===== src/rtl/axis_out.sv =====
// AXI-Stream master output stage: buffers FIR results in a small FIFO and
// streams one frame of data_length samples, flagging tlast and reporting completion.
module axis_out #(
  parameter int unsigned pDATA_WIDTH = 32,
  parameter int unsigned pFIFO_DEPTH = 4,
  parameter int unsigned pLEN_WIDTH  = 32
) (
  input  logic                   clk,
  input  logic                   rst,
  input  logic                   ap_start,
  input  logic [pLEN_WIDTH-1:0]  data_length,
  input  logic [pDATA_WIDTH-1:0] res_data,
  input  logic                   res_valid,
  output logic                   res_ready,
  output logic                   tvalid,
  output logic [pDATA_WIDTH-1:0] tdata,
  output logic                   tlast,
  input  logic                   tready,
  output logic                   axis_finish,
  output logic                   busy
);

  localparam int unsigned AW = (pFIFO_DEPTH > 1) ? $clog2(pFIFO_DEPTH) : 1;
  localparam int unsigned PW = AW + 1;

  typedef enum logic [1:0] {S_IDLE, S_RUN, S_DONE} state_e;

  state_e                  state_q, state_d;
  logic [pLEN_WIDTH-1:0]   len_q, len_d;
  logic [pLEN_WIDTH-1:0]   in_cnt_q, in_cnt_d;
  logic [pLEN_WIDTH-1:0]   out_cnt_q, out_cnt_d;
  logic [PW-1:0]           wr_ptr_q, wr_ptr_d;
  logic [PW-1:0]           rd_ptr_q, rd_ptr_d;
  logic [pDATA_WIDTH-1:0]  mem_q [pFIFO_DEPTH];
  logic [pDATA_WIDTH-1:0]  mem_d [pFIFO_DEPTH];

  logic                    res_ready_q, res_ready_d;
  logic                    tvalid_q, tvalid_d;
  logic [pDATA_WIDTH-1:0]  tdata_q, tdata_d;
  logic                    tlast_q, tlast_d;
  logic                    finish_q, finish_d;
  logic                    busy_q, busy_d;

  logic                    wr_en;
  logic                    rd_en;
  logic                    empty_d;
  logic                    full_d;

  // Next-state: FSM, FIFO pointers/storage, counters, and the outputs they imply.
  always_comb begin
    state_d   = state_q;
    len_d     = len_q;
    in_cnt_d  = in_cnt_q;
    out_cnt_d = out_cnt_q;
    wr_ptr_d  = wr_ptr_q;
    rd_ptr_d  = rd_ptr_q;
    mem_d     = mem_q;
    wr_en     = res_valid & res_ready_q;
    rd_en     = tvalid_q & tready;

    unique case (state_q)
      S_IDLE: begin
        if (ap_start) begin
          len_d     = data_length;
          in_cnt_d  = '0;
          out_cnt_d = '0;
          state_d   = (data_length == '0) ? S_DONE : S_RUN;
        end
      end
      // len_q is never zero here; zero-length frames go straight to DONE
      S_RUN: begin
        if (rd_en && (out_cnt_q == len_q - pLEN_WIDTH'(1))) begin
          state_d = S_DONE;
        end
      end
      S_DONE:  state_d = S_IDLE;
      default: state_d = S_IDLE;
    endcase

    if (wr_en) begin
      mem_d[wr_ptr_q[AW-1:0]] = res_data;
      wr_ptr_d = wr_ptr_q + PW'(1);
      in_cnt_d = in_cnt_q + pLEN_WIDTH'(1);
    end
    if (rd_en) begin
      rd_ptr_d  = rd_ptr_q + PW'(1);
      out_cnt_d = out_cnt_q + pLEN_WIDTH'(1);
    end

    empty_d     = (wr_ptr_d == rd_ptr_d);
    full_d      = (wr_ptr_d[AW] != rd_ptr_d[AW]) &&
                  (wr_ptr_d[AW-1:0] == rd_ptr_d[AW-1:0]);
    res_ready_d = (state_d == S_RUN) & ~full_d & (in_cnt_d != len_d);
    tvalid_d    = ~empty_d;
    tdata_d     = empty_d ? '0 : mem_d[rd_ptr_d[AW-1:0]];
    tlast_d     = ~empty_d & (len_d != '0) & (out_cnt_d == len_d - pLEN_WIDTH'(1));
    finish_d    = (state_d == S_DONE);
    busy_d      = (state_d != S_IDLE);
  end

  always_ff @(posedge clk) begin
    if (rst) begin
      state_q     <= S_IDLE;
      len_q       <= '0;
      in_cnt_q    <= '0;
      out_cnt_q   <= '0;
      wr_ptr_q    <= '0;
      rd_ptr_q    <= '0;
      mem_q       <= '{default: '0};
      res_ready_q <= 1'b0;
      tvalid_q    <= 1'b0;
      tdata_q     <= '0;
      tlast_q     <= 1'b0;
      finish_q    <= 1'b0;
      busy_q      <= 1'b0;
    end else begin
      state_q     <= state_d;
      len_q       <= len_d;
      in_cnt_q    <= in_cnt_d;
      out_cnt_q   <= out_cnt_d;
      wr_ptr_q    <= wr_ptr_d;
      rd_ptr_q    <= rd_ptr_d;
      mem_q       <= mem_d;
      res_ready_q <= res_ready_d;
      tvalid_q    <= tvalid_d;
      tdata_q     <= tdata_d;
      tlast_q     <= tlast_d;
      finish_q    <= finish_d;
      busy_q      <= busy_d;
    end
  end

  assign res_ready   = res_ready_q;
  assign tvalid      = tvalid_q;
  assign tdata       = tdata_q;
  assign tlast       = tlast_q;
  assign axis_finish = finish_q;
  assign busy        = busy_q;

endmodule


===== config.mk =====
export PLATFORM = sky130hd
export DESIGN_NAME = axis_out
export DESIGN_NICKNAME = d
export VERILOG_FILES = /design/src/rtl/axis_out.sv
export SDC_FILE = /design/constraint.sdc
export NUM_CORES = 1
export LEC_CHECK = 0
export BUFFER_PORTS_ARGS = -buffer_cell sky130_fd_sc_hd__clkbuf_2
export CORE_MARGIN = 2
export CORE_UTILIZATION = 61
export CTS_BUF_LIST = sky130_fd_sc_hd__clkbuf_16
export CTS_CLUSTER_SIZE = 14
export DETAILED_ROUTE_END_ITERATION = 8
export PLACE_DENSITY = 0.87
export REMOVE_ABC_BUFFERS = 1
export SLEW_MARGIN = 20
export SYNTH_ARGS = -nofsm -noshare
export SYNTH_HDL_FRONTEND = slang
export SYNTH_SLANG_ARGS = --single-unit

===== constraint.sdc =====
create_clock -name clk -period 4.55 [get_ports clk]
set_input_delay 0.6825 -clock clk [delete_from_list [all_inputs] [get_ports clk]]
set_output_delay 0.6825 -clock clk [all_outputs]
set_load 0.01 [all_outputs]

Word-level counts from Yosys, hierarchy flattened
Cells that the tools add are included.

operators by class
  $add $sub $neg = 6
  $lt $le $gt $ge = 3
  equality and inequality tests = 9
  muxes and demuxes = 21
  bitwise gates (word level) = 10
  reduce and logical (&&, ||, !) cells = 8

operator list
  operator                                                    number
  two-way mux 32 bit                                          11
  bitwise mux 128 bit                                         1
  two-way mux 128 bit                                         1
  adder 32 x 1 -> 32 bit, second input constant               2
  binary-select mux 32 bit (select 2 bit)                     1
  demux 32 bit (select 2 bit)                                 1
  == test 32 bit                                              2
  subtractor 32 x 1 -> 32 bit, second input constant          2
  logical NOT 32 bit                                          1
  != test 32 bit                                              1
  nonzero test 32 bit                                         1
  adder 3 x 1 -> 3 bit, second input constant                 2
  AND 1 bit                                                   6
  greater-or-equal comparator 3 bit, second input constant    2
  two-way mux 2 bit                                           3
  two-way mux 3 bit                                           2
  NOT 2 -> 3 bit                                              2
  == test 2 x 1 -> 1 bit, second input constant               2
  case mux 2 bit (2 select lines)                             1
  == test 3 bit                                               1
  logical AND 1 bit                                           3
  less-than comparator 3 x 1 -> 1 bit, second input constant  1
  == test 2 bit                                               1
  == test 2 bit, second input constant                        1
  5 further kinds                                             6

word-level totals
  register bits after elaboration = 269
  bits of input ports = 69
  output and inout bits = 37
  logic and storage cells = 73

Logic depth before layout (Yosys ltp)
  word-level depth = 10
  gate-level depth with buffers = 16
  mapped depth without buffers = 12

Least setup slack after synthesis
No wires, ideal clock.

  kind = input to register
  start = in ap_start
  end = reg tlast_q (netlist: tlast)
  setup time = 0.088 ns
  arrival = 4.129 ns
  data required time = 4.462 ns
  setup slack = 0.333 ns
  stages on the path = 16
  path buffers = 4
  cell sequence = nor3b_4 -> buf_4 -> buf_2 -> buf_2 -> clkbuf_1 -> nor2_1 -> a21oi_1 -> ha_1 -> nor3b_1 -> nand4_1 -> a22o_1 -> o31a_1 -> or3_1 -> a21oi_1 -> nand4_1 -> nor4_2

on the way
  word-level cells in the longest chain between the ends = 5
  elaborated cells between the ends (all ways) = 10
  those cells by class = 1 x add/sub; 1 x eq/ne; 5 x mux; 2 x bitwise; 1 x reduce/logical

RTL lines
  element                                              line  source
  from (decl)                                          10    input logic ap_start,
  two-way mux 32 bit                                   63    if (ap_start) begin
  two-way mux 32 bit                                   61    unique case (state_q)
  subtractor 32 x 1 -> 32 bit (tied with other cells)  96    tlast_d = ~empty_d & (len_d != '0) & (out_cnt_d == len_d - pLEN_WIDTH'(1));
  == test 32 bit or AND 1 bit (tied branches)          96
  AND 1 bit (*)                                        96
  to (signal assigned)                                 127   tlast_q <= tlast_d;
  to (decl)                                            40    logic tlast_q, tlast_d;

Mark *: on every way between the ends. The rest lies on a longest branch, timed or not.
A chain may end at the register's enable or synchronous reset.

Final worst setup path
  start = reg len_q[4]
  end = reg res_ready_q (netlist: res_ready)

on the way
  word-level cells in the longest chain between the ends = 8
  elaborated cells between the ends (all ways) = 11
  those cells by class = 1 x add/sub; 3 x eq/ne; 4 x mux; 2 x bitwise; 1 x reduce/logical

RTL lines
  element                          line  source
  from (decl)                      29    logic [pLEN_WIDTH-1:0] len_q, len_d;
  from (signal assigned)           118   len_q <= len_d;
  subtractor 32 x 1 -> 32 bit      72    if (rd_en && (out_cnt_q == len_q - pLEN_WIDTH'(1))) begin
  == test 32 bit                   72
  logical AND 1 bit                72
  two-way mux 2 bit                72
  case mux 2 bit (2 select lines)  61
  == test 2 x 1 -> 1 bit           93    res_ready_d = (state_d == S_RUN) & ~full_d & (in_cnt_d != len_d);
  AND 1 bit                        93
  AND 1 bit (*)                    93
  to (signal assigned)             124   res_ready_q <= res_ready_d;
  to (decl)                        37    logic res_ready_q, res_ready_d;

Marked as above.

==> out/qor.tcl <==
set qor(nFillCells) 2068
set qor(list_of_cells_traversed_by_the_critical_path) {nor4_4 -> nand3_1 -> nor4_2 -> o21ai_0 -> a2111oi_0 -> nand4_1 -> o31ai_1 -> a21oi_1}
set qor(average_detailed_routed_wire_length_per_instance_microns) 19.9
set qor(synth_sequential_area_ratio_pct) 34.9
set qor(synth-async-reset-ratio_pct) 0
set qor(grt_antenna_before_repair) 0
set qor(fin_skew_ns) 0.00967
set qor(num_vias) 15600
set qor(netSwitchingFraction_pct) 30.1
set qor(cellPowerDensity_nw_per_um2) 357
set qor(postRouteWirelength_microns) 48400
set qor(timing_worst_setup_path_type) {register to register}
set qor(grt_pass1_wl_microns) 76300
set qor(cpMaxStageDelayCell) {nor4_4}
set qor(timing.hold.worst.class) {input port to register}
set qor(std_cell_rows) 58
set qor(floorplan.initialDensity_pct) 61.7
set qor(fraction_of_final_layout_cells_sized_beyond_drive_strength_1_pct) 12.2
set qor(drc) 0
set qor(die_area_sq_um) 26600
set qor(dp_hpwl_microns) 33400
set qor(max-slew-margin-rel_pct) 29.2
set qor(chipHeight_microns) 163
set qor(final_nets) 2161
set qor(fmax_achieved_ghz) 0.262
set qor(worstSkewPairLatency_ns) 0.55
set qor(die_wd_microns) 163
set qor(worstPathRequired_ns) 4.95
set qor(synth_seq_cells) 269
set qor(root_buffer) {clkbuf_16}
set qor(setup_tns_ns) 0
set qor(slew_worst_pin_ns) 1.05
set qor(startpoint_class) {register}
set qor(cp.arrival_ns) 4.22
set qor(ys_warnings) 0
set qor(synthesis.instances) 2048
set qor(max-cap-violations) 0
set qor(internal_dissipation_mw) 4.26
set qor(grtUsageTotal_pct) 35.7
set qor(ir_drop_mv) 0.269
set qor(register_clock_pin_slew_on_the_reported_worst_setup_and_hold_paths_ns) 0.06
set qor(grt_overflow) 0
set qor(end_kind) {register}
set qor(report.final.hold_viol_count) 0
set qor(tritoncts) {yes}
set qor(post_cts_hold_buffer_count) 0
set qor(cell_area_after_technology_mapping_sq_um) 15400
set qor(status) {completed}
set qor(finalCritPeriodShare_pct) 84.0
set qor(drtPass1Iterations) 8
set qor(htree_num_levels) 1
set qor(area_growth_synth_to_finish_pct) 10.8
set qor(postLayoutCellArea_sq_um) 17100
set qor(core_region_area_sq_um) 25000
set qor(layout.cells.non_filler) 2435
set qor(placement.io_buffers) 105
set qor(cts-resized-gates) 0
set qor(power_switching_mw) 1.83
set qor(gpl.final_weighted_congestion) 1.01
set qor(most_instantiated_flip_flop_cell_in_the_synthesis_netlist) {dfxtp_1}
set qor(synthDistinctLibCells) 83
set qor(path_max_fanout) 16
set qor(grt_setup_unrepaired) {no}
set qor(period_minus_slack_ns) 3.82
set qor(worst_path_largest_cell_delay_ns) 0.83
set qor(synth_edf_count) 0
set qor(clock-sinks) 269
set qor(syn-mean-instance-area_sq_um) 7.53
set qor(cts_made_buffers) 29
set qor(setup_viol) 0
set qor(timing.final.max_slew_violations) 0
set qor(drtAntennaViolNets) 0
set qor(num_antenna_cells) 0
set qor(dp.cells) 2381
set qor(post-cts-setup-buffers) 0
set qor(leakagePower_nw) 6.29
set qor(via_count_of_the_first_global_routing_pass) 14600
set qor(combinationalPowerShare_pct) 20.0
set qor(seq_power_share_pct) 41.0
set qor(postPlaceCellArea_sq_um) 16100
set qor(vias_per_cell) 6.41
set qor(cts-root-to-sink-buffers) 3
set qor(design.portCount) 106
set qor(drt-initial-drc-count) 1759
set qor(grt_max_degree) 166
set qor(clkPwrFrac_pct) 38.9
## cells in the mapped netlist (7+ instances only)
cell	count	area, sq um
inv_1	16	60.1
nand4_1	48	300
and3_1	24	150
nand2b_1	11	68.8
dfxtp_1	269	5390
o21ai_0	31	155
and4_1	11	96.3
or3_1	12	75.1
nand3_1	48	240
nor3_1	83	415
mux2_2	34	383
or4_1	15	113
and2_1	7	43.8
nor3b_1	8	60.1
mux2i_1	56	561
ha_1	10	125
o211ai_1	11	82.6
nor4_2	8	100
nor2b_1	16	100
clkbuf_1	118	443
xnor2_1	80	701
buf_2	17	85.1
o22ai_1	66	413
o21a_1	7	52.6
xor2_1	43	377
nand2_1	369	1390
nand4b_1	10	87.6
nor4_1	33	206
nor2_1	264	991
a21oi_1	207	1040
## state kept, by name (all words and copies together) (netlist names), 2 cells and up
register and flops:
in_cnt_q 32, len_q 32, mem_q 128, out_cnt_q 32, rd_ptr_q 3, state_q 2
tdata 32, wr_ptr_q 3
## path summary, 6_finish.rpt
check                                     startpoint                     to  slack, ns  cells past startpoint
worst max-delay path             len_q[4]$_SDFF_PP0_   res_ready$_SDFF_PP0_       0.73                      8
worst max register to register   len_q[4]$_SDFF_PP0_   res_ready$_SDFF_PP0_       0.73                      8
worst min register to register  mem_q[78]$_SDFF_PP0_   mem_q[78]$_SDFF_PP0_       0.45                      2
worst min-delay path                    res_data[23]  mem_q[119]$_SDFF_PP0_       0.42                      3
## power by group through the flow
stage | clock [mW] | combinational, mW | sequential (mW)
after global placement | 0 | 1.16 | 2.55
after floorplan | 0 | 0.753 | 2.54
after global routing | 2.48 | 1.32 | 2.51
after detailed placement | 0 | 1.18 | 2.55
final | 2.37 | 1.22 | 2.50
after CTS | 2.38 | 1.19 | 2.50
## metrics by stage
step	power [mW]	utilization, %	setup slack [ns]	hold slack [ns]
3_3_place_gp	3.71	64.6	0.707	0.441
2_1_floorplan	3.29	-	-0.568	0.430
3_5_place_dp	3.73	64.6	0.608	0.447
4_1_cts	6.07	68.4	0.810	0.411
6_report	6.09	68.4	0.727	0.421
5_1_grt	6.31	68.4	0.425	0.418
## logic make-up (layout without fill, tap and decap cells)
kind of cell / count (synthesis) / count (layout) / share of synthesized area, %
DFF: 269 / 269 / 34.9
AOI/OAI and AO/OA: 399 / 399 / 15.6
adders and majority gates: 10 / 10 / 0.812
buffers and inverters: 159 / 216 / 4.18
and+or+nand+nor: 991 / 991 / 30.4
muxes: 90 / 90 / 6.12
xor gates and xnor gates: 130 / 130 / 8.03
## critical path, delay by kind of cell (launching register included)
kind	cells	cell delay [ns]
simple gates	4	1.87
flops	1	0.46
compound gates	4	1.34
## cell type report
class / count / area, sq um / area share (%)
multi-input combinational: 1620 / 9400 / 55.0
sequential: 269 / 5390 / 31.5
timing repair buffer: 146 / 877 / 5.13
clock buffer: 29 / 726 / 4.25
tap: 330 / 413 / 2.42
clock inverter: 25 / 225 / 1.32
inverter: 16 / 60.1 / 0.351
## metal layers
metal  share of wire, %  global-route usage, %  up-vias
met3                8.3                   4.05      195
met5                  0                      0        -
met4                5.6                   19.0        0
met1                 38                   43.9     7233
met2                 48                   61.4      910
li1                   -                      -     7262
## cells in the final DEF, fill, tap and decap left out, types with 7 or more instances in the layout
master / netlist / routed
a21oi_1: 207 / 205
and2_1: 7 / 7
and3_1: 24 / 24
and4_1: 11 / 11
buf_4: 5 / 38
clkbuf_16: 0 / 29
clkbuf_2: 0 / 104
clkinv_2: 0 / 7
dfxtp_1: 269 / 269
ha_1: 10 / 10
inv_1: 16 / 20
mux2_2: 34 / 34
mux2i_1: 56 / 56
nand2_1: 369 / 369
nand2b_1: 11 / 11
nand3_1: 48 / 48
nand4_1: 48 / 48
nand4b_1: 10 / 10
nor2_1: 264 / 263
nor2b_1: 16 / 16
nor3_1: 83 / 83
nor3b_1: 8 / 8
nor4_1: 33 / 33
nor4_2: 8 / 8
o211ai_1: 11 / 11
o21a_1: 7 / 7
o21ai_0: 31 / 31
o22ai_1: 66 / 66
or3_1: 12 / 12
or4_1: 15 / 15
xnor2_1: 80 / 80
xor2_1: 43 / 43
Note: power is estimated with default switching activity, not from simulation.
